## src/rtl/pipe_mux_reg.sv

```systemverilog
// Registered M:1 input mux feeding a two-entry (head + skid) output stage.
// Keeps in_ready free of any combinational path from in_valid or out_ready.
//
// state | meaning
// EMPTY | no entry held, out_valid=0
// ONE   | head holds the oldest entry, skid free
// FULL  | head and skid both hold entries, in_ready=0
module pipe_mux_reg #(
  parameter int          N         = 32,
  parameter int          M         = 4,
  parameter logic [31:0] FLUSH_VAL = 32'h0000_0013,
  localparam int         SW        = $clog2(M)
) (
  input  logic           clk,
  input  logic           rst,
  input  logic [M*N-1:0] in_data,
  input  logic [SW-1:0]  sel,
  input  logic           in_valid,
  output logic           in_ready,
  input  logic           flush,
  output logic [N-1:0]   out_data,
  output logic           out_valid,
  input  logic           out_ready,
  output logic           sel_err,
  output logic [15:0]    xfer_cnt
);

  localparam logic [N-1:0] FLUSH_W = N'(FLUSH_VAL);

  typedef enum logic [1:0] {EMPTY = 2'd0, ONE = 2'd1, FULL = 2'd2} state_t;

  state_t      state_q, state_d;
  logic [N-1:0] head_q, head_d;
  logic [N-1:0] skid_q, skid_d;
  logic         sel_err_q, sel_err_d;
  logic [15:0]  xfer_q, xfer_d;
  logic         rdy_q;

  logic [N-1:0] cap_word;
  logic         sel_ok;
  logic         accept;
  logic         fire;

  // Out-of-range selects capture FLUSH_VAL and flag sel_err.
  always_comb begin
    cap_word = FLUSH_W;
    sel_ok   = 1'b0;
    for (int k = 0; k < M; k++) begin
      if (sel == SW'(k)) begin
        cap_word = in_data[k*N +: N];
        sel_ok   = 1'b1;
      end
    end
  end

  always_ff @(posedge clk or negedge rst) begin
    if (!rst) begin
      state_q   <= EMPTY;
      head_q    <= FLUSH_W;
      skid_q    <= FLUSH_W;
      sel_err_q <= 1'b0;
      xfer_q    <= '0;
      rdy_q     <= 1'b0;
    end else begin
      state_q   <= state_d;
      head_q    <= head_d;
      skid_q    <= skid_d;
      sel_err_q <= sel_err_d;
      xfer_q    <= xfer_d;
      rdy_q     <= 1'b1;
    end
  end

  always_comb begin
    state_d   = state_q;
    head_d    = head_q;
    skid_d    = skid_q;
    sel_err_d = sel_err_q;
    xfer_d    = xfer_q;
    accept    = in_valid & in_ready;
    fire      = out_valid & out_ready;
    if (flush) begin
      state_d = EMPTY;
      head_d  = FLUSH_W;
      skid_d  = FLUSH_W;
    end else begin
      case (state_q)
        EMPTY: begin
          if (accept) begin
            head_d  = cap_word;
            state_d = ONE;
          end
        end
        ONE: begin
          if (accept && fire) begin
            head_d = cap_word;
          end else if (accept) begin
            skid_d  = cap_word;
            state_d = FULL;
          end else if (fire) begin
            state_d = EMPTY;
          end
        end
        FULL: begin
          if (fire) begin
            head_d  = skid_q;
            state_d = ONE;
          end
        end
        default: state_d = EMPTY;
      endcase
      if (fire)
        xfer_d = xfer_q + 16'd1;
      if (accept && !sel_ok)
        sel_err_d = 1'b1;
    end
  end

  always_comb begin
    in_ready  = rdy_q & (state_q != FULL) & ~flush;
    out_valid = (state_q != EMPTY);
    out_data  = head_q;
    sel_err   = sel_err_q;
    xfer_cnt  = xfer_q;
  end

endmodule

```

## config.mk

```make
export PLATFORM = sky130hd
export DESIGN_NAME = pipe_mux_reg
export DESIGN_NICKNAME = d
export VERILOG_FILES = /design/src/rtl/pipe_mux_reg.sv
export SDC_FILE = /design/constraint.sdc
export NUM_CORES = 1
export LEC_CHECK = 0
export BUFFER_PORTS_ARGS = -buffer_cell sky130_fd_sc_hd__clkbuf_2
export CAP_MARGIN = 20
export CORE_AREA = 2 2 133 135
export CTS_BUF_LIST = sky130_fd_sc_hd__clkbuf_4 sky130_fd_sc_hd__clkbuf_8 sky130_fd_sc_hd__clkbuf_16
export CTS_CLUSTER_SIZE = 30
export DETAILED_ROUTE_END_ITERATION = 7
export DIE_AREA = 0 0 135 137
export GPL_TIMING_DRIVEN = 0
export SLEW_MARGIN = 5
export SYNTH_ARGS = -nofsm -noshare
export SYNTH_HDL_FRONTEND = slang
export SYNTH_SLANG_ARGS = --single-unit
```

## constraint.sdc

```tcl
create_clock -name clk -period 5.9 [get_ports clk]
set_input_delay 1.18 -clock clk [delete_from_list [all_inputs] [get_ports clk]]
set_output_delay 1.18 -clock clk [all_outputs]
set_load 0.02 [all_outputs]
```

==> flow_summary_export.csv, run 1 <==
group,metric,value,unit
global_route,antenna_found_initial,0,
yosys,ys_warn_count,0,
sta,period_share,0.511,
yosys,synthCells,456,
critical_path,cp_slowest_cell,"nor3b_4",
routing,routed_via_density,4.92,
pwr,p_int,1260,uW
sta,hold_slack,458,ps
yosys,syn_area_per_cell,11.0,sq um
sta,maxSlewHeadroom,0.574,
yosys,synth_edf_count,0,
yosys,synth_area_leaders,"dfrtp_1 39%, mux2i_1 12%, a2111oi_0 5.1%, o221ai_1 5.1%, a21o_1 4.5%",
pwr,irDropWorstVdd,0.165,mV
die,die_x,135,um
pwr,p_leak,0.00339,uW
critical_path,setup.worst_path.start_class,"input pin",
routing,drtIter0Drc,123,
global_route,grt_pass1_vias,4442,
finish,syn2layout_area_growth,30.3,%
critical_path,crit_chain,"buf_4, nor3b_4, clkbuf_2",
yosys,synth_ff_type,"dfrtp_1",
clocking,cts-root-buf,"clkbuf_16",
yosys,ys_seq_area_frac,0.420,
yosys,mappedNetlistArea,5020,sq um
finish,drive_gt1_frac,0.387,
finish,seq_area,2110,sq um
critical_path,path_max_fanout,10,
run,maxCapViolCount,0,
clocking,cts-htree-levels,3,
sta,tns,0,ps
sta,tightest_slew,639,ps
die,die_area,18500,sq um
routing,drc,0,
routing,first_pass_iters,4,
die,initial_core_util,0.294,
yosys,synth_top_area_share,0.389,
sta,fin_crit,3020,ps
status,status,"complete, no violations",
pwr,p_comb_frac,0.302,
critical_path,slowest_delay,260,ps
yosys,synthDistinctLibCells,44,
yosys,ys_seq_elements,84,
finish,multi_input_area,2650,sq um
placed_design,port_buffers,183,
sta,final_max_slew_viol_count,0,
clocking,path_clk_slew,60,ps
finish,fillers,1733,
routing,wl_per_cell,17.5,um
clocking,cts_buffers,9,
global_route,grt_overflow,0,
pwr,power_density,286,nW/um^2
yosys,synthArstFlopShare,1.00,
global_route,grt_max_degree,50,
clocking,postCtsSetupRepairBufs,0,
clocking,cts_tree,"done",
pwr,seq_power_share,0.399,
sta,fin_skew,5.22,ps
yosys,syn_nets,596,
critical_path,crit_type,"input pin to output port",
sta,hold_violations,0,
clocking,clk_latency,350,ps
global_route,track_usage,0.172,
hold_path,hold_path.class,"flop to flop",
finish,mostFrequentLayoutCell,"clkbuf_2",
yosys,synth_top_area_cell,"dfrtp_1",
sta,grt_setup_unrepaired,"no",
die,coreArea,17100,sq um
clocking,cts.sinks,84,
routing,ant_nets,0,
sta,fmax,332,MHz
pwr,clkPwrFrac,0.299,
critical_path,end_kind,"output port",
global_route,grt_pass1_wl,24100,um
critical_path,cp_data_required_time,4720,ps
clocking,holdBufCountCts,0,
placed_design,gp_congestion,0.810,
finish,nets,791,
finish,final_cell_mix,"182 x clkbuf_2, 78 x dfrtp_1, 59 x mux2i_1, 45 x nand2_1",
finish,num_antenna_cells,0,
pwr,p_sw,610,uW
clocking,cts_resized,0,
routing,routed_wl,15400,um
die,die_height,137,um
placed_design,hpwl,11500,um
die,io_pins,186,
routing,via_count,4336,
sta,finalSetupViolCount,0,
die,rows,48,
pwr,switching_share,0.327,
clocking,clockBufferDepth,2,
critical_path,critPathArrivalTime,1840,ps
[per-stage QoR]
stage | power (uW) | instances | utilization | instance area [sq um] | setup slack (ps)
3_3_place_gp | 1320 | 864 | 0.365 | 6220 | 2570
2_1_floorplan | 1100 | 456 | - | 5020 | 3030
3_5_place_dp | 1330 | 865 | 0.366 | 6250 | 2880
4_1_cts | 1900 | 881 | 0.384 | 6540 | 2880
5_1_grt | 1980 | 881 | 0.384 | 6540 | 2840
6_report | 1870 | 881 | 0.384 | 6540 | 2880
[area by class of cell]
| type | count | area share |
|---|---|---|
| clock inverter | 1 | 0.000765 |
| buffer | 38 | 0.0346 |
| tap | 225 | 0.0430 |
| inverter | 8 | 0.00459 |
| multi-input combinational | 326 | 0.406 |
| clock buffer | 15 | 0.0442 |
| sequential | 84 | 0.322 |
| timing repair buffer | 184 | 0.145 |
[Yosys cell counts (2+ instances only)]
cell type  instances
nand3_1            5
mux4_2             3
mux2i_1           59
and2_1            30
o21ai_0            6
a2111oi_0         29
o221ai_1          29
a21o_1            30
dfrtp_1           78
buf_4              9
dfstp_2            6
nand2b_1           2
buf_6              5
mux2_2            14
xnor2_1           11
buf_2             10
inv_1              8
nor2_1             9
mux2_1            20
nand2_1           45
a21oi_1            4
ha_1               5
xor2_1             4
clkbuf_1          13
nor3_1             2
nand4_1            2
[routing by layer]
layer  global-route usage  up-vias  part of all wire
met5                    0        -                 0
met4               0.0486        0             0.014
met3               0.0526       17             0.076
met2                0.285      138              0.47
met1                0.218     2095              0.44
li1                     -     2086                 -
[power by group through the flow]
stage / combinational [uW] / sequential (uW) / clock [uW]
after global placement: 567 / 753 / 0
after global routing: 619 / 762 / 604
after CTS: 575 / 746 / 582
final: 564 / 745 / 559
after detailed placement: 574 / 755 / 0
after floorplan: 269 / 834 / 0
[final timing paths]
| path | startpoint | end | slack (ps) | cells after the start |
|---|---|---|---|---|
| min reg2reg | sel_err | sel_err | 460 | 1 |
| max reg2reg | state_q[0] | skid_q[28] | 3530 | 7 |
| max | flush | in_ready | 2880 | 3 |
| max in group asynchronous | rst | out_data[1] | 4380 | 2 |
| min in group asynchronous | rst | xfer_cnt[15] | 840 | 1 |
| min | sel_err | sel_err | 460 | 1 |
[sequential cells by signal, indices dropped and copies added, names as in the netlist]
register and flops:
skid_q 32, sel_err 1, out_data 32, state_q 2
rdy_q 1, xfer_cnt 16
[logic make-up (layout without fill, tap and decap cells)]
family          Yosys count  in the layout  synth area share
compound gates          103            103             0.169
xor+xnor                 15             15            0.0262
fa+ha+maj                 5              5            0.0125
buf+inv                  46            246            0.0511
flops                    84             84             0.420
mux                      96             96             0.207
other cells               1              1          0.000747
simple gates            106            106             0.113
[worst max-delay path: cells and delay by family]
kind	cells	cell delay, ps
buffers and inverters	2	390
and+or+nand+nor	1	260
Note: power is estimated with default switching activity, not from simulation.
==> run 2: changes to the inputs <==
ABC_AREA = 1   (was unset)
CORE_AREA = 2 2 134 136   (was 2 2 133 135)
DIE_AREA = 0 0 136 138   (was 0 0 135 137)
clock period = 2.8 ns   (was 5.9 ns; I/O delays follow)
==> flow_summary_export.csv, run 2 <==
group,metric,value,unit
sta,layout_setup_ws,618,ps
routing,via_count,5165,
routing,drc,0,
sta,tns,0,ps
finish,mostFrequentLayoutCell,"nand2_1",
critical_path,crit_start,"state_q[0]",
global_route,antenna_found_initial,0,
clocking,clockBufferDepth,2,
clocking,cts-root-buf,"clkbuf_16",
global_route,grt_pass1_vias,4927,
global_route,grt_max_degree,53,
placed_design,hpwl,12600,um
yosys,synth_area_leaders,"dfrtp_1 38%, nand2_1 24%, nand3_1 11%, or2_2 4.1%, o21ai_0 3.1%",
pwr,irDropWorstVdd,0.336,mV
finish,fillers,1918,
yosys,synthCells,726,
sta,fin_crit,2180,ps
routing,drtIter0Drc,248,
finish,seq_area,2110,sq um
sta,fin_skew,11.0,ps
yosys,synth_top_area_cell,"dfrtp_1",
clocking,cts_resized,0,
critical_path,timing.rr.start,"state_q[0]",
placed_design,dp_slack,722,ps
status,status,"complete, no violations",
critical_path,end_kind,"output port",
yosys,synthDistinctLibCells,32,
critical_path,path_max_fanout,6,
die,die_height,138,um
critical_path,reg2reg_slack,750,ps
routing,routed_wl,15700,um
critical_path,r2r-end,"skid_q[21]",
critical_path,cp_data_required_time,2240,ps
sta,fmax,458,MHz
sta,finalSetupViolCount,0,
sta,final_max_slew_viol_count,0,
sta,tightest_slew,679,ps
clocking,path_clk_slew,60,ps
yosys,ys_seq_area_frac,0.415,
finish,drive_gt1_frac,0.314,
yosys,synth_most_common_cell,"nand2_1",
die,die_area,18800,sq um
finish,syn2layout_area_growth,30.0,%
clocking,cts-htree-levels,3,
critical_path,critPathArrivalTime,1620,ps
global_route,grt_overflow,0,
critical_path,crit_chain,"inv_1, ha_1, inv_2, nand2_1, nor2_1, clkbuf_2",
sta,hold_violations,0,
die,die_x,136,um
finish,nets,1060,
sta,period_share,0.779,
yosys,ys_warn_count,0,
clocking,cts.sinks,84,
clocking,cts_tree,"done",
yosys,syn_nets,866,
critical_path,reg2reg_depth,9,
sta,maxSlewHeadroom,0.547,
yosys,ys_seq_elements,84,
critical_path,setup.worst_path.start_class,"flop",
placed_design,gp_congestion,0.805,
yosys,syn_area_per_cell,7.01,sq um
yosys,synth_edf_count,0,
clocking,holdBufCountCts,0,
global_route,track_usage,0.168,
die,coreArea,17500,sq um
critical_path,crit_type,"flop to output port",
global_route,grt_pass1_wl,24900,um
yosys,mappedNetlistArea,5090,sq um
die,initial_core_util,0.290,
sta,grt_setup_unrepaired,"no",
yosys,synthArstFlopShare,1.00,
clocking,postCtsSetupRepairBufs,0,
pwr,power_density,642,nW/um^2
critical_path,cp_slowest_cell,"dfrtp_1",
critical_path,slowest_delay,390,ps
run,maxCapViolCount,0,
finish,num_antenna_cells,0,
die,rows,49,
routing,first_pass_iters,4,
placed_design,port_buffers,182,
die,io_pins,186,
yosys,synth_ff_type,"dfrtp_1",
pwr,p_leak,0.00369,uW
routing,wl_per_cell,13.6,um
routing,ant_nets,0,
yosys,synth_commonest_cells,"324 x nand2_1, 115 x nand3_1, 78 x dfrtp_1, 33 x or2_2",
yosys,synth_top_area_share,0.384,
finish,final_cell_mix,"324 x nand2_1, 181 x clkbuf_2, 115 x nand3_1, 78 x dfrtp_1, 33 x or2_2",
clocking,cts_buffers,9,
finish,multi_input_area,2630,sq um
clocking,clk_latency,340,ps
hold_path,hold_path.class,"input pin to asynchronous set/reset pin",
routing,routed_via_density,4.48,
critical_path,crit_end,"in_ready",
## run 2: changes by cell type after synthesis, sizes merged, moves of 6 or more
cell / previous run / this run
and2: 30 / 1
mux2i: 59 / 0
nand3: 5 / 117
or2: 1 / 33
a21o: 30 / 0
buf: 25 / 31
a2111oi: 29 / 0
mux2: 34 / 1
nor2: 9 / 18
xnor2: 11 / 5
o21ai: 6 / 45
o221ai: 29 / 0
inv: 8 / 36
nand2: 46 / 326
## run 2: area by class of cell
type	count	share of cell area
inverters	36	0.0208
repair buffers	183	0.142
multi-input cells	566	0.397
plain buffers	40	0.0325
flip-flops and latches	84	0.319
clock inverters	5	0.00908
clock buffers	10	0.0361
well taps	229	0.0433
## run 2: worst min-delay path by stage
stage                     startpoint      endpoint  slack, ps  cells past startpoint
final                            rst     skid_q[5]        210                      1
after global routing             rst     skid_q[5]        250                      1
after CTS                        rst    skid_q[24]        220                      1
after detailed placement     sel_err       sel_err        450                      1
after global placement       sel_err       sel_err        440                      1
after floorplan                  rst  out_data[10]        260                      0
## run 2: per-layer routing
metal / up-vias / global-route usage / routed length (um)
li1: 2689 / - / -
met1: 2307 / 0.233 / 7350
met2: 145 / 0.265 / 7150
met3: 24 / 0.0246 / 774
met4: 0 / 0.0663 / 443
met5: - / 0 / 0
## run 2: per-stage QoR
| stage | instance area, sq um | hold WS (ps) | total power, uW | std cells | utilization |
|---|---|---|---|---|---|
| 6_report | 6610 | 213 | 4250 | 1153 | 0.377 |
| 5_1_grt | 6610 | 248 | 4510 | 1153 | 0.377 |
| 4_1_cts | 6610 | 221 | 4290 | 1153 | 0.377 |
| 3_5_place_dp | 6310 | 447 | 3070 | 1138 | 0.360 |
| 3_3_place_gp | 6280 | 441 | 3050 | 1137 | 0.358 |
| 2_1_floorplan | 5090 | 264 | 2520 | 726 | - |
## run 2: cells by family (layout without fill, tap and decap cells)
logic type | Yosys count | after routing | share of synthesized area
and+or+nand+nor | 498 | 498 | 0.424
DFF | 84 | 84 | 0.415
buffers and inverters | 76 | 274 | 0.0694
AOI/OAI and AO/OA | 50 | 50 | 0.0575
xor gates and xnor gates | 11 | 11 | 0.0189
adders and majority gates | 5 | 5 | 0.0123
other | 1 | 1 | 0.000737
muxes | 1 | 1 | 0.00221
## run 2: worst max-delay path, delay by kind of cell, from the launching register on
kind          cells  cell delay [ps]
buf+inv           3              430
flops             1              390
fa+ha+maj         1              300
simple gates      2              160
## run 2: where the power goes
group          total [uW]  internal, uW  switching [uW]
combinational        1380           482             898
clock                1210           714             499
sequential           1650          1480             171
total                4250          2680            1570
